[config.mk]
export PLATFORM = sky130hd
export DESIGN_NAME = mips_cpu_lsu
export DESIGN_NICKNAME = d
export VERILOG_FILES = /design/src/rtl/mips_cpu_lsu.sv
export SDC_FILE = /design/constraint.sdc
export NUM_CORES = 1
export LEC_CHECK = 0
export BUFFER_PORTS_ARGS = -buffer_cell sky130_fd_sc_hd__buf_4
export CELL_PAD_IN_SITES_DETAIL_PLACEMENT = 0
export CELL_PAD_IN_SITES_GLOBAL_PLACEMENT = 2
export CORE_MARGIN = 1.5
export CORE_UTILIZATION = 34
export CTS_CLUSTER_DIAMETER = 60
export DETAILED_ROUTE_END_ITERATION = 7
export GPL_TIMING_DRIVEN = 1
export MAX_ROUTING_LAYER = met4
export PLACE_DENSITY_LB_ADDON = 0.3
export SYNTH_ARGS = -nofsm -noshare
export SYNTH_HDL_FRONTEND = slang
export SYNTH_SLANG_ARGS = --single-unit
[constraint.sdc]
create_clock -name clk -period 5 [get_ports clk]
set_clock_uncertainty 0.05 [all_clocks]
set_input_delay 0.25 -clock clk [delete_from_list [all_inputs] [get_ports clk]]
set_output_delay 0.25 -clock clk [all_outputs]
set_load 0.05 [all_outputs]
[src/rtl/mips_cpu_lsu.sv]
// Load/store unit: one Avalon data-bus transaction per request, with
// store lane steering and load alignment/extension/LWL-LWR merging.
module mips_cpu_lsu #(
  parameter int ADDR_W = 32
) (
  input  logic              clk,
  input  logic              rst_n,
  input  logic              req_valid,
  input  logic              data_read,
  input  logic              data_write,
  input  logic [2:0]        loadcontrol,
  input  logic [1:0]        storesize,
  input  logic [ADDR_W-1:0] addr,
  input  logic [31:0]       wdata,
  input  logic [31:0]       rt_old,
  output logic              busy,
  output logic              done,
  output logic [31:0]       rdata,
  output logic              addr_error,
  output logic [ADDR_W-1:0] mem_address,
  output logic              mem_read,
  output logic              mem_write,
  output logic [3:0]        mem_byteenable,
  output logic [31:0]       mem_writedata,
  input  logic [31:0]       mem_readdata,
  input  logic              mem_waitrequest
);

  typedef enum logic [1:0] {
    IDLE,
    ACCESS,
    RESP
  } state_t;

  state_t state_q, state_d;

  logic              rd_q, rd_d;
  logic              wr_q, wr_d;
  logic              err_q, err_d;
  logic [3:0]        be_q, be_d;
  logic [31:0]       wd_q, wd_d;
  logic [ADDR_W-1:0] addr_q, addr_d;
  logic [31:0]       rdata_q, rdata_d;
  logic [2:0]        lc_q, lc_d;
  logic [1:0]        k_q, k_d;
  logic [31:0]       rt_q, rt_d;

  logic [1:0]  k;
  logic        ld_mis;
  logic        st_mis;
  logic        req_err;
  logic [3:0]  st_be;
  logic [31:0] st_wd;

  assign k = addr[1:0];

  always_comb begin
    ld_mis = 1'b0;
    unique case (loadcontrol)
      3'b010, 3'b011: ld_mis = k[0];
      3'b101:         ld_mis = |k;
      default:        ld_mis = 1'b0;
    endcase
  end

  always_comb begin
    st_mis = 1'b0;
    st_be  = 4'hF;
    st_wd  = wdata;
    unique case (storesize)
      2'b00: begin
        st_be = 4'b0001 << k;
        st_wd = {4{wdata[7:0]}};
      end
      2'b01: begin
        st_mis = k[0];
        st_be  = k[1] ? 4'b1100 : 4'b0011;
        st_wd  = {2{wdata[15:0]}};
      end
      2'b10: st_mis = |k;
      default: st_mis = 1'b0;
    endcase
  end

  assign req_err = (data_read & data_write)
                 | (data_read & ((loadcontrol == 3'b100) | ld_mis))
                 | (data_write & ((storesize == 2'b11) | st_mis));

  // Load alignment uses the lane and rt captured at acceptance
  logic [31:0] w;
  logic [7:0]  lb;
  logic [15:0] lh;
  logic [31:0] ld_res;

  assign w  = mem_readdata;
  assign lb = w[{k_q, 3'b000} +: 8];
  assign lh = k_q[1] ? w[31:16] : w[15:0];

  always_comb begin
    ld_res = w;
    unique case (lc_q)
      3'b000: ld_res = {{24{lb[7]}}, lb};
      3'b001: ld_res = {24'h0, lb};
      3'b010: ld_res = {{16{lh[15]}}, lh};
      3'b011: ld_res = {16'h0, lh};
      3'b110: begin
        unique case (k_q)
          2'd0: ld_res = {w[7:0], rt_q[23:0]};
          2'd1: ld_res = {w[15:0], rt_q[15:0]};
          2'd2: ld_res = {w[23:0], rt_q[7:0]};
          default: ld_res = w;
        endcase
      end
      3'b111: begin
        unique case (k_q)
          2'd0: ld_res = w;
          2'd1: ld_res = {rt_q[31:24], w[31:8]};
          2'd2: ld_res = {rt_q[31:16], w[31:16]};
          default: ld_res = {rt_q[31:8], w[31:24]};
        endcase
      end
      default: ld_res = w;
    endcase
  end

  always_comb begin
    state_d = state_q;
    rd_d    = rd_q;
    wr_d    = wr_q;
    err_d   = err_q;
    be_d    = be_q;
    wd_d    = wd_q;
    addr_d  = addr_q;
    rdata_d = rdata_q;
    lc_d    = lc_q;
    k_d     = k_q;
    rt_d    = rt_q;
    unique case (state_q)
      IDLE: begin
        if (req_valid && (data_read || data_write)) begin
          if (req_err) begin
            state_d = RESP;
            err_d   = 1'b1;
          end else begin
            state_d = ACCESS;
            addr_d  = {addr[ADDR_W-1:2], 2'b00};
            lc_d    = loadcontrol;
            k_d     = k;
            rt_d    = rt_old;
            if (data_read) begin
              rd_d = 1'b1;
              be_d = 4'hF;
            end else begin
              wr_d = 1'b1;
              be_d = st_be;
              wd_d = st_wd;
            end
          end
        end
      end
      ACCESS: begin
        if (!mem_waitrequest) begin
          state_d = RESP;
          rd_d    = 1'b0;
          wr_d    = 1'b0;
          if (rd_q) rdata_d = ld_res;
        end
      end
      RESP: begin
        state_d = IDLE;
        err_d   = 1'b0;
      end
      default: state_d = IDLE;
    endcase
  end

  always_ff @(posedge clk or negedge rst_n) begin
    if (!rst_n) begin
      state_q <= IDLE;
      rd_q    <= 1'b0;
      wr_q    <= 1'b0;
      err_q   <= 1'b0;
      be_q    <= '0;
      wd_q    <= '0;
      addr_q  <= '0;
      rdata_q <= '0;
      lc_q    <= '0;
      k_q     <= '0;
      rt_q    <= '0;
    end else begin
      state_q <= state_d;
      rd_q    <= rd_d;
      wr_q    <= wr_d;
      err_q   <= err_d;
      be_q    <= be_d;
      wd_q    <= wd_d;
      addr_q  <= addr_d;
      rdata_q <= rdata_d;
      lc_q    <= lc_d;
      k_q     <= k_d;
      rt_q    <= rt_d;
    end
  end

  assign busy           = (state_q != IDLE);
  assign done           = (state_q == RESP);
  assign addr_error     = err_q;
  assign rdata          = rdata_q;
  assign mem_address    = addr_q;
  assign mem_read       = rd_q;
  assign mem_write      = wr_q;
  assign mem_byteenable = be_q;
  assign mem_writedata  = wd_q;

endmodule
Word level (Yosys, flattened, before mapping):

Cells that the tools add are included.

* eq/ne operators: 22
* shift-type cells: 2
* multiplexer cells: 26
* bitwise operators: 10
* reductions and logical operators: 18

Operators with widths (count)
* 32-bit case mux with 3 select lines: 2
* 32-bit case mux with 6 select lines: 1
* 32-bit case mux with 2 select lines: 1
* 32-bit by 6-bit indexed part select with 8-bit output: 1
* 16-bit two-way mux: 1
* 3-bit by 2-bit == test with 1-bit output (second input constant): 4
* 3-bit == test (second input constant): 4
* 2-bit != test (second input constant): 6
* 1-bit case mux with 2 select lines: 5
* 5-bit AND reduction: 2
* 1-bit two-way mux: 9
* 3-bit AND reduction: 3
* 2-bit == test (second input constant): 4
* 4-bit two-way mux: 2
* 4-bit case mux with 2 select lines: 1
* 2-bit by 1-bit == test with 1-bit output (second input constant): 3
* 2-bit logical NOT: 3
* 2-bit two-way mux: 3
* 2-bit nonzero test: 3
* 1-bit OR: 4
* 2-bit case mux with 2 select lines: 1
* 4-bit AND reduction: 1
* 2-bit OR reduction: 2
* 1-bit by 2-bit << shifter with 4-bit output (first input constant): 1
* other kinds (7): 11

* flip-flop bits (word level): 140
* output and inout port bits: 105
* logic and storage cells: 89

Depth between registers and ports, before layout:

Gate-level depths: netlist of run 1.

* depth in word-level cells: 10
* mapped depth: 10

Worst setup path after synthesis of run 1:

OpenSTA, ideal clock, no wires.

* path kind: in2reg
* from: input port storesize[1]
* to: register lc_q[0]
* setup time: 128 ps
* arrival time: 2028 ps
* setup slack: 2794 ps
* stages: 9
* path buffers: 3
* cell sequence: clkbuf_1 > inv_1 > ha_1 > o211ai_1 > and3_1 > o21ai_2 > buf_6 > buf_2 > mux2_1

* cells in the longest elaborated chain, start to end: 7
* elaborated cells between the ends (all ways): 9
* classes of those cells: eq/ne: 3; mux: 1; bitwise: 4; reduce/logical: 1

Ends and longest elaborated chain
* start, declared: RTL line 12 `input logic [1:0] storesize,`
* 2-bit == test or 2-bit by 1-bit == test with 1-bit output (tied branches): RTL line 70 `unique case (storesize)`
* 1-bit case mux with 2 select lines: RTL line 70
* 1-bit OR *: RTL line 87 `| (data_write & ((storesize == 2'b11) | st_mis));`
* 1-bit AND *: RTL line 87
* 1-bit OR *: RTL line 87
* 1-bit NOT (no source line) *
* 3-bit AND reduction (no source line) *
* end signal, assigned: RTL line 199 `lc_q <= lc_d;`
* end, declared: RTL line 44 `logic [2:0] lc_q, lc_d;`

Every way passes the cells marked *; elsewhere a longest branch is shown, timed or not.
A chain may end at the register's enable or synchronous reset.

Worst setup path in the final report of run 1:

* from: register k_q[1]
* to: register rdata_q[28], in the netlist rdata[28]

* cells in the longest elaborated chain, start to end: 3
* elaborated cells between the ends (all ways): 8
* classes of those cells: eq/ne: 2; shift: 1; mux: 4; reduce/logical: 1

Ends and longest elaborated chain
* start, declared: RTL line 45 `logic [1:0] k_q, k_d;`
* start signal, assigned: RTL line 200 `k_q <= k_d;`
* branches (longest 2 deep; another with 32-bit by 6-bit indexed part select with 8-bit output)
* 32-bit case mux with 6 select lines *: RTL line 101 `unique case (lc_q)`
* end signal, assigned: RTL line 198 `rdata_q <= rdata_d;`
* end, declared: RTL line 43 `logic [31:0] rdata_q, rdata_d;`

Every way passes the cells marked *.

==> results of run 1 <==
==> critical path, stage by stage (launching register included) <==
cell and delay, ns:
dfrtp_2 0.83, mux4_2 0.62, nand2_1 0.12, nand3_2 0.31
a2111oi_0 0.50, o21ai_0 0.16
==> registers in the layout, summed over array words and instances, names as in the netlist <==
signal and cells:
mem_writedata 32, state_q 2, mem_byteenable 4, mem_write 1, addr_error 1, k_q 2
mem_address 30, mem_read 1, lc_q 3, rdata 32, rt_q 32
==> cell families after synthesis <==
| family | after synthesis |
|---|---|
| AOI/OAI and AO/OA | 212 |
| and+or+nand+nor | 171 |
| DFF | 140 |
| muxes | 137 |
| buffers and inverters | 65 |
| adders and majority gates | 4 |
| other | 1 |
| xor gates and xnor gates | 1 |
==> final cells by class <==
type / instances / area [um2]
clock buffer: 17 / 425
clock inverter: 15 / 176
fill: 2078 / 11000
inverter: 4 / 15.0
multi-input combinational: 527 / 3780
sequential: 140 / 3510
tap: 280 / 350
timing repair buffer: 315 / 2540
==> per-layer routing <==
metal  share of wire, %  vias to the layer above  track usage, %  routed length (um)
met5                  0                        -               -                   0
met4                1.9                        0            6.52                 463
met3                5.8                       31            5.89                1420
met2                 49                      190            34.6               11900
met1                 43                     3289            26.1               10500
li1                   -                     3216               -                   -
==> path summary, 6_finish.rpt <==
check / start / end / slack, ns / depth (start not counted)
worst max register to register: k_q[1] / rdata[28] / 2.27 / 5
max in group asynchronous: rst_n / rdata[24] / 3.31 / 3
worst max-delay path: k_q[1] / rdata[28] / 2.27 / 5
worst min-delay path: addr[25] / mem_address[25] / 0.01 / 2
worst min register to register: mem_writedata[31] / mem_writedata[31] / 0.43 / 2
min in group asynchronous: rst_n / rt_q[11] / 0.41 / 2
==> report_power, final <==
part,internal (mW),switching [mW]
Combinational,1.30,2.40
Sequential,1.63,0.371
Clock,0.756,0.568
Total,3.68,3.34
==> per-stage QoR <==
stage / cells / instance area, um2 / total power, mW
final: 1298 / 10800 / 7.02
after floorplan: 732 / 7580 / 4.53
after global routing: 1298 / 10800 / 7.41
after CTS: 1297 / 10800 / 7.08
after global placement: 1204 / 9570 / 5.67
after detailed placement: 1204 / 9570 / 5.70
==> Yosys cell counts, types with 2 or more instances <==
library cell | n | share of area [%]
mux2i_1 | 29 | 3.8
nor2_1 | 32 | 1.6
nor3b_1 | 5 | 0.50
nand2_1 | 72 | 3.6
nor3_1 | 3 | 0.20
a31oi_1 | 8 | 0.66
a2111oi_0 | 6 | 0.69
mux2_1 | 31 | 4.6
mux4_2 | 8 | 2.4
o21ai_0 | 91 | 6.0
a211o_1 | 8 | 0.92
a22o_1 | 8 | 0.92
inv_1 | 4 | 0.20
o22ai_1 | 9 | 0.74
o211ai_1 | 17 | 1.7
dfrtp_1 | 140 | 46
buf_2 | 18 | 1.2
or3_1 | 16 | 1.3
nand3_1 | 18 | 1.2
a21oi_1 | 38 | 2.5
a22oi_1 | 17 | 1.7
o21ai_1 | 2 | 0.13
nor2b_1 | 4 | 0.33
clkbuf_1 | 31 | 1.5
buf_4 | 6 | 0.59
and3_1 | 2 | 0.17
buf_6 | 4 | 0.59
buf_1 | 2 | 0.099
nand2b_1 | 9 | 0.74
mux2_2 | 69 | 10
and2_1 | 2 | 0.17
ha_1 | 4 | 0.66
==> metrics.md, run 1 <==
| Metric | Value |
|---|---|
| Status | `completed` |
| Max Cap Viol | `0` |
| CTS tree | `yes` |
| Largest family of logic cells by synthesized area | `multiplexers` |
| Antenna Nets Post-Route | `0` |
| Row count | `54` |
| Die extent in x | `152 um` |
| #FFs+latches synth | `140` |
| Post-Synth Adder-Cell Area | `less than 1%` |
| DRT iter0 DRCs | `310` |
| Fin Setup TNS | `0 ns` |
| Die area | `23200 um2` |
| Initial Util | `34.7%` |
| Register area share after synthesis | `between 40% and 50%` |
| Ports | `244` |
| Clk_lat worst skew | `0.42 ns` |
| Global-route wire length before repair | `38400 um` |
| Largest net degree at the start of global routing | `96` |
| Commonest non-fill, non-tap cell in the layout | `buf_4` |
| Hold Path Class | `in2reg` |
| Mapped cell area | `7580 um2` |
| Pwr Density | `651 nW/um2` |
| WL final | `approximately 24000 um` |
| Setup WS pre-CTS | `2.00 ns` |
| Post-synth EDFFs | `0` |
| Vias in the first global route | `6992` |
| Slew @ Worst Pin | `0.957 ns` |
| TritonCTS buffer count | `17` |
| Post-Syn Instances | `731` |
| Drt first pass iters | `4` |
| Overflow after GRT | `0` |
| Hold Slack | `0.0124 ns` |
| Final Wtd Congestion | `about 0.84` |
| Vias per Instance | `5.18` |
| Synth Area in Compound Gates | `roughly 17%` |
| Final Util | `a little under 50%` |
| Setup WS post-layout | `2.27 ns` |
| Clk pin slew, worst setup/hold paths | `approximately 0.060 ns` |
| Most frequent cells in the layout | `buf_4 (251), dfrtp_1 (138), o21ai_0 (91)` |
| Leak pwr | `between 4 and 5 nW` |
| Crit-path max FO | `31` |
| Die Ht | `152 um` |
| RSZ-0062 raised after global routing | `false` |
| PostCTS Resize Cnt | `0` |
| Synth unique cells | `50` |
| Slew Limit Fails | `0` |
| Worst endpoint data arrival time | `2.97 ns` |
| Port bufs | `around 240` |
| Share of layout cells above drive strength 1 | `36.7%` |
| DPL Wire Length | `around 17000 um` |
| Core ar. | `about 22000 um2` |
| Worst Path Required | `5.24 ns` |
| Via Count | `6726` |
| Root buffer cell | `clkbuf_16` |
| Routed length per placed instance | `18.7 um` |
| Post-synthesis mux area share | `21.1%` |
| Simple-gate share of the synthesized area | `a little over a tenth` |
| # DRC | `0` |
| H-tree Lvls | `4` |
| Fin crit share | `between 50% and 60%` |
| Xor/xnor share of the synthesized area | `less than 1%` |
| Area grow syn2layout | `42.3%` |
| Initial antenna violation count | `0` |
| Sink Count | `140` |
| Ant. Diodes | `0` |
| Final Hold Viols | `0` |
| Critical path class | `reg2reg` |
| Crit end category | `flip-flop` |
| Tmin final | `2.73 ns` |
| GRT Total Usage | `a little over a fifth` |
| Setup bufs post-CTS | `0` |
| Top FF cell, synth | `dfrtp_1` |
| Nets | `1148` |
| CP startpoint kind | `flip-flop` |
| Finish-stage setup viols | `0` |
| Ys async rst share | `100%` |
| Max Freq | `366 MHz` |
| Peak supply drop | `0.324 mV` |
| Slew HR | `a little over a third` |
| # hold bufs at CTS | `between 60 and 70` |
| Syn Area/Cell | `10.4 um2` |
| Max clock buf depth | `2` |
| Synth Warn # | `0` |
Power figures use the tool's default switching activity.
==> inputs of run 2 (changes only) <==
ABC_AREA = 1   (was unset)
CORE_UTILIZATION = 28   (was 34)
clock period = 2.6 ns   (was 5 ns; I/O delays follow)
==> metrics.md, run 2 <==
| Metric | Value |
|---|---|
| Nets | `1620 (was 1148)` |
| Top FF cell, synth | `dfrtp_1 (unchanged)` |
| Fillers | `3002 (was 2078)` |
| Post-Synth Adder-Cell Area | `0.632% (was 0.660%)` |
| Via Count | `8791 (was 6726)` |
| CP Cell Sequence | `buf_12 > o21ai_0 > nand2_1 > nand2_2 > o21ai_1 > nand2_1 (was mux4_2 > nand2_1 > nand3_2 > a2111oi_0 > o21ai_0)` |
| Post-synth top area share | `44.2% (was 46.2%)` |
| Max Cap Viol | `0 (unchanged)` |
| #FFs+latches synth | `140 (unchanged)` |
| Finish-stage setup viols | `0 (unchanged)` |
| Initial antenna violation count | `2 (was 0)` |
| CP startpoint kind | `flip-flop (unchanged)` |
| Leak pwr | `6.28 nW (was 4.88 nW)` |
| Tmin final | `1.98 ns (was 2.73 ns)` |
| Sink Count | `140 (unchanged)` |
| Critical path's top delay family | `simple AND/OR/NAND/NOR gates (was flip-flops)` |
| Slowest CP cell | `dfrtp_1 (was dfrtp_2)` |
| Post-synthesis mux area share | `0% (was 21.1%)` |
| Die extent in x | `171 um (was 152 um)` |
| Placed instance area | `10200 um2 (was 9570 um2)` |
| CTS tree | `yes (unchanged)` |
| Critical path class | `reg2reg (unchanged)` |
| Antenna Nets Post-Route | `0 (unchanged)` |
| Post-Syn Instances | `1150 (was 731)` |
| Most frequent cell on the critical path | `nand2_1` |
| Fin crit share | `76.0% (was 54.6%)` |
| Synth Warn # | `0 (unchanged)` |
| H-tree Lvls | `4 (unchanged)` |
| Root buffer cell | `clkbuf_16 (unchanged)` |
| Overflow after GRT | `0 (unchanged)` |
| Synth Area in Compound Gates | `14.0% (was 17.0%)` |
| Ys async rst share | `100% (unchanged)` |
| Vias in the first global route | `8500 (was 6992)` |
| Pwr Density | `1110 nW/um2 (was 651 nW/um2)` |
| Sw Ratio | `50.6% (was 47.5%)` |
| Crit end category | `flip-flop (unchanged)` |
| Mapped cell area | `7920 um2 (was 7580 um2)` |
| Synth area leader | `dfrtp_1 (unchanged)` |
| Sequential power share | `27.6% (was 28.5%)` |
| Worst endpoint data arrival time | `2.29 ns (was 2.97 ns)` |
| Die Ht | `171 um (was 152 um)` |
| Routed length per placed instance | `16.6 um (was 18.7 um)` |
| Int Pwr | `6.49 mW (was 3.68 mW)` |
| Row count | `61 (was 54)` |
| Area grow syn2layout | `49.4% (was 42.3%)` |
| Post-synth EDFFs | `0 (unchanged)` |
| Vias per Instance | `4.70 (was 5.18)` |
| Simple-gate share of the synthesized area | `33.7% (was 10.7%)` |
| Ranking of synthesized cells by area | `dfrtp_1 (44%), nand2_1 (21%), nand3_1 (6.1%), o21ai_0 (6.1%), nor2_1 (4.6%) (was dfrtp_1 (46%), mux2_2 (10%), o21ai_0 (6.0%), mux2_1 (4.6%), mux2i_1 (3.8%))` |
| Synth unique cells | `29 (was 50)` |
| Worst Path Required | `2.91 ns (was 5.24 ns)` |
| Register area share after synthesis | `44.2% (was 46.2%)` |
| DRT iter0 DRCs | `529 (was 310)` |
| Most frequent cells in the layout | `nand2_1 (437), buf_4 (261), dfrtp_1 (140) (was buf_4 (251), dfrtp_1 (138), o21ai_0 (91))` |
| Crit-path max FO | `48 (was 31)` |
| Ports | `244 (unchanged)` |
| Setup bufs post-CTS | `0 (unchanged)` |
| Global-route wire length before repair | `48000 um (was 38400 um)` |
| Psw | `6.66 mW (was 3.34 mW)` |
| Die area | `29300 um2 (was 23200 um2)` |
| TritonCTS buffer count | `17 (unchanged)` |
| Most frequent cells after synthesis | `nand2_1 (439), dfrtp_1 (140), nor2_1 (98) (was dfrtp_1 (140), o21ai_0 (91), nand2_1 (72))` |
| Syn Area/Cell | `6.89 um2 (was 10.4 um2)` |
| Crit-path max cell delay | `0.42 ns (was 0.83 ns)` |
| Clk pin slew, worst setup/hold paths | `0.07 ns (was 0.06 ns)` |
| Port bufs | `241 (unchanged)` |
| Max Freq | `506 MHz (was 366 MHz)` |
| # DRC | `0 (unchanged)` |
| Xor/xnor share of the synthesized area | `0% (was 0.116%)` |
| Clk pwr share | `18.9% (was 18.8%)` |
| GRT Total Usage | `22.1% (was 21.4%)` |
| Count leader, synth | `nand2_1 (was dfrtp_1)` |
| Clk_lat worst skew | `0.43 ns (was 0.42 ns)` |
| RSZ-0062 raised after global routing | `false (unchanged)` |
| Design Area, Final | `11800 um2 (was 10800 um2)` |
| Worst Path Buf+Inv | `1 (was 0)` |
| Max clock buf depth | `2 (unchanged)` |
| DPL Wire Length | `21900 um (was 16900 um)` |
| Largest family of logic cells by synthesized area | `simple AND/OR/NAND/NOR gates (was multiplexers)` |
| Peak supply drop | `0.593 mV (was 0.324 mV)` |
| WL final | `31000 um (was 24200 um)` |
| Final Hold Viols | `0 (unchanged)` |
| Largest net degree at the start of global routing | `65 (was 96)` |
| Commonest non-fill, non-tap cell in the layout | `nand2_1 (was buf_4)` |
| Final Wtd Congestion | `0.861 (was 0.838)` |
| Combinational share of power | `53.5% (was 52.7%)` |
| Share of layout cells above drive strength 1 | `21.7% (was 36.7%)` |
| Core ar. | `27800 um2 (was 21800 um2)` |
| Slew HR | `51.0% (was 36.2%)` |
| Slew @ Worst Pin | `0.736 ns (was 0.957 ns)` |
| Status | `completed (unchanged)` |
| Slew Limit Fails | `0 (unchanged)` |
| Hold Path Class | `in2reg (unchanged)` |
| Initial Util | `28.5% (was 34.7%)` |
| Fin Setup TNS | `0 ns (unchanged)` |
| Drt first pass iters | `5 (was 4)` |
-- run 2: cell count changes after synthesis, moves of 32 or more --
cell / before / now
nand2_1: 72 / 439
inv_1: 4 / 62
nor2_1: 32 / 98
mux2_2: 69 / 0
nand3_1: 18 / 97
o21ai_1: 2 / 34
-- run 2: repair_timing --
| item | CTS | global route |
|---|---|---|
| hold endpoints to repair | 155 | 0 |
| hold buffers | 102 | 0 |
| resized for setup | 0 | 0 |
-- run 2: power by group through the flow --
| stage | registers (mW) | clock network, mW | logic, mW |
|---|---|---|---|
| finish | 3.63 | 2.49 | 7.03 |
| global route | 3.74 | 2.67 | 7.62 |
| CTS | 3.64 | 2.57 | 7.08 |
| detailed placement | 3.66 | 0 | 6.95 |
| global placement | 3.67 | 0 | 6.92 |
| floorplan | 5.78 | 0 | 2.40 |
-- run 2: logic make-up (layout without fill, tap and decap cells) --
| logic type | after synthesis | after routing |
|---|---|---|
| AOI/OAI and AO/OA | 213 | 213 |
| buffers and inverters | 135 | 474 |
| DFF | 140 | 140 |
| other | 1 | 4 |
| adders and majority gates | 4 | 4 |
| and+or+nand+nor | 657 | 657 |
-- run 2: worst paths after layout --
kind,startpoint,slack (ns),cells after the start,end
worst min register to register,mem_address[21],0.43,2,mem_address[21]
worst max-delay path,k_q[1],0.62,6,rdata[21]
min in group asynchronous,rst_n,0.19,2,rt_q[6]
max in group asynchronous,rst_n,1.54,4,rdata[15]
worst max register to register,k_q[1],0.62,6,rdata[21]
worst min-delay path,storesize[1],0.04,4,mem_writedata[21]
-- run 2: worst reg2reg max path, stage by stage (launching register included) --
cell     delay [ns]
dfrtp_1        0.42
buf_12         0.20
o21ai_0        0.37
nand2_1        0.35
nand2_2        0.30
o21ai_1        0.15
nand2_1        0.08
-- run 2: layout make-up --
class	instances	area, um2	share of cell area (%)
diodes	2	5.00	0.0423
clock buffers	17	425	3.59
clock inverters	15	170	1.44
inverters	70	263	2.22
multi-input cells	876	3840	32.5
flip-flops and latches	140	3500	29.6
well taps	378	473	4.00
repair buffers	372	3150	26.6
-- run 2: layer usage --
layer	vias up	GRT usage (%)	share of wire [%]
met5	-	-	0
met4	0	4.96	1.3
met3	24	4.07	5.2
met2	264	35.1	48
met1	4131	29.2	46
li1	4372	-	-
-- run 2: per-stage QoR --
stage / hold slack, ns / instances / worst slack, ns / util [%] / power, mW
detailed placement: 0.0910 / 1734 / 0.454 / 36.8 / 10.6
floorplan: -0.216 / 1151 / 0.831 / - / 8.18
global route: 0.0767 / 1870 / 0.389 / 42.6 / 14.0
CTS: 0.0173 / 1868 / 0.612 / 42.6 / 13.3
finish: 0.0365 / 1870 / 0.624 / 42.6 / 13.2
global placement: 0.0917 / 1734 / 0.541 / 36.8 / 10.6
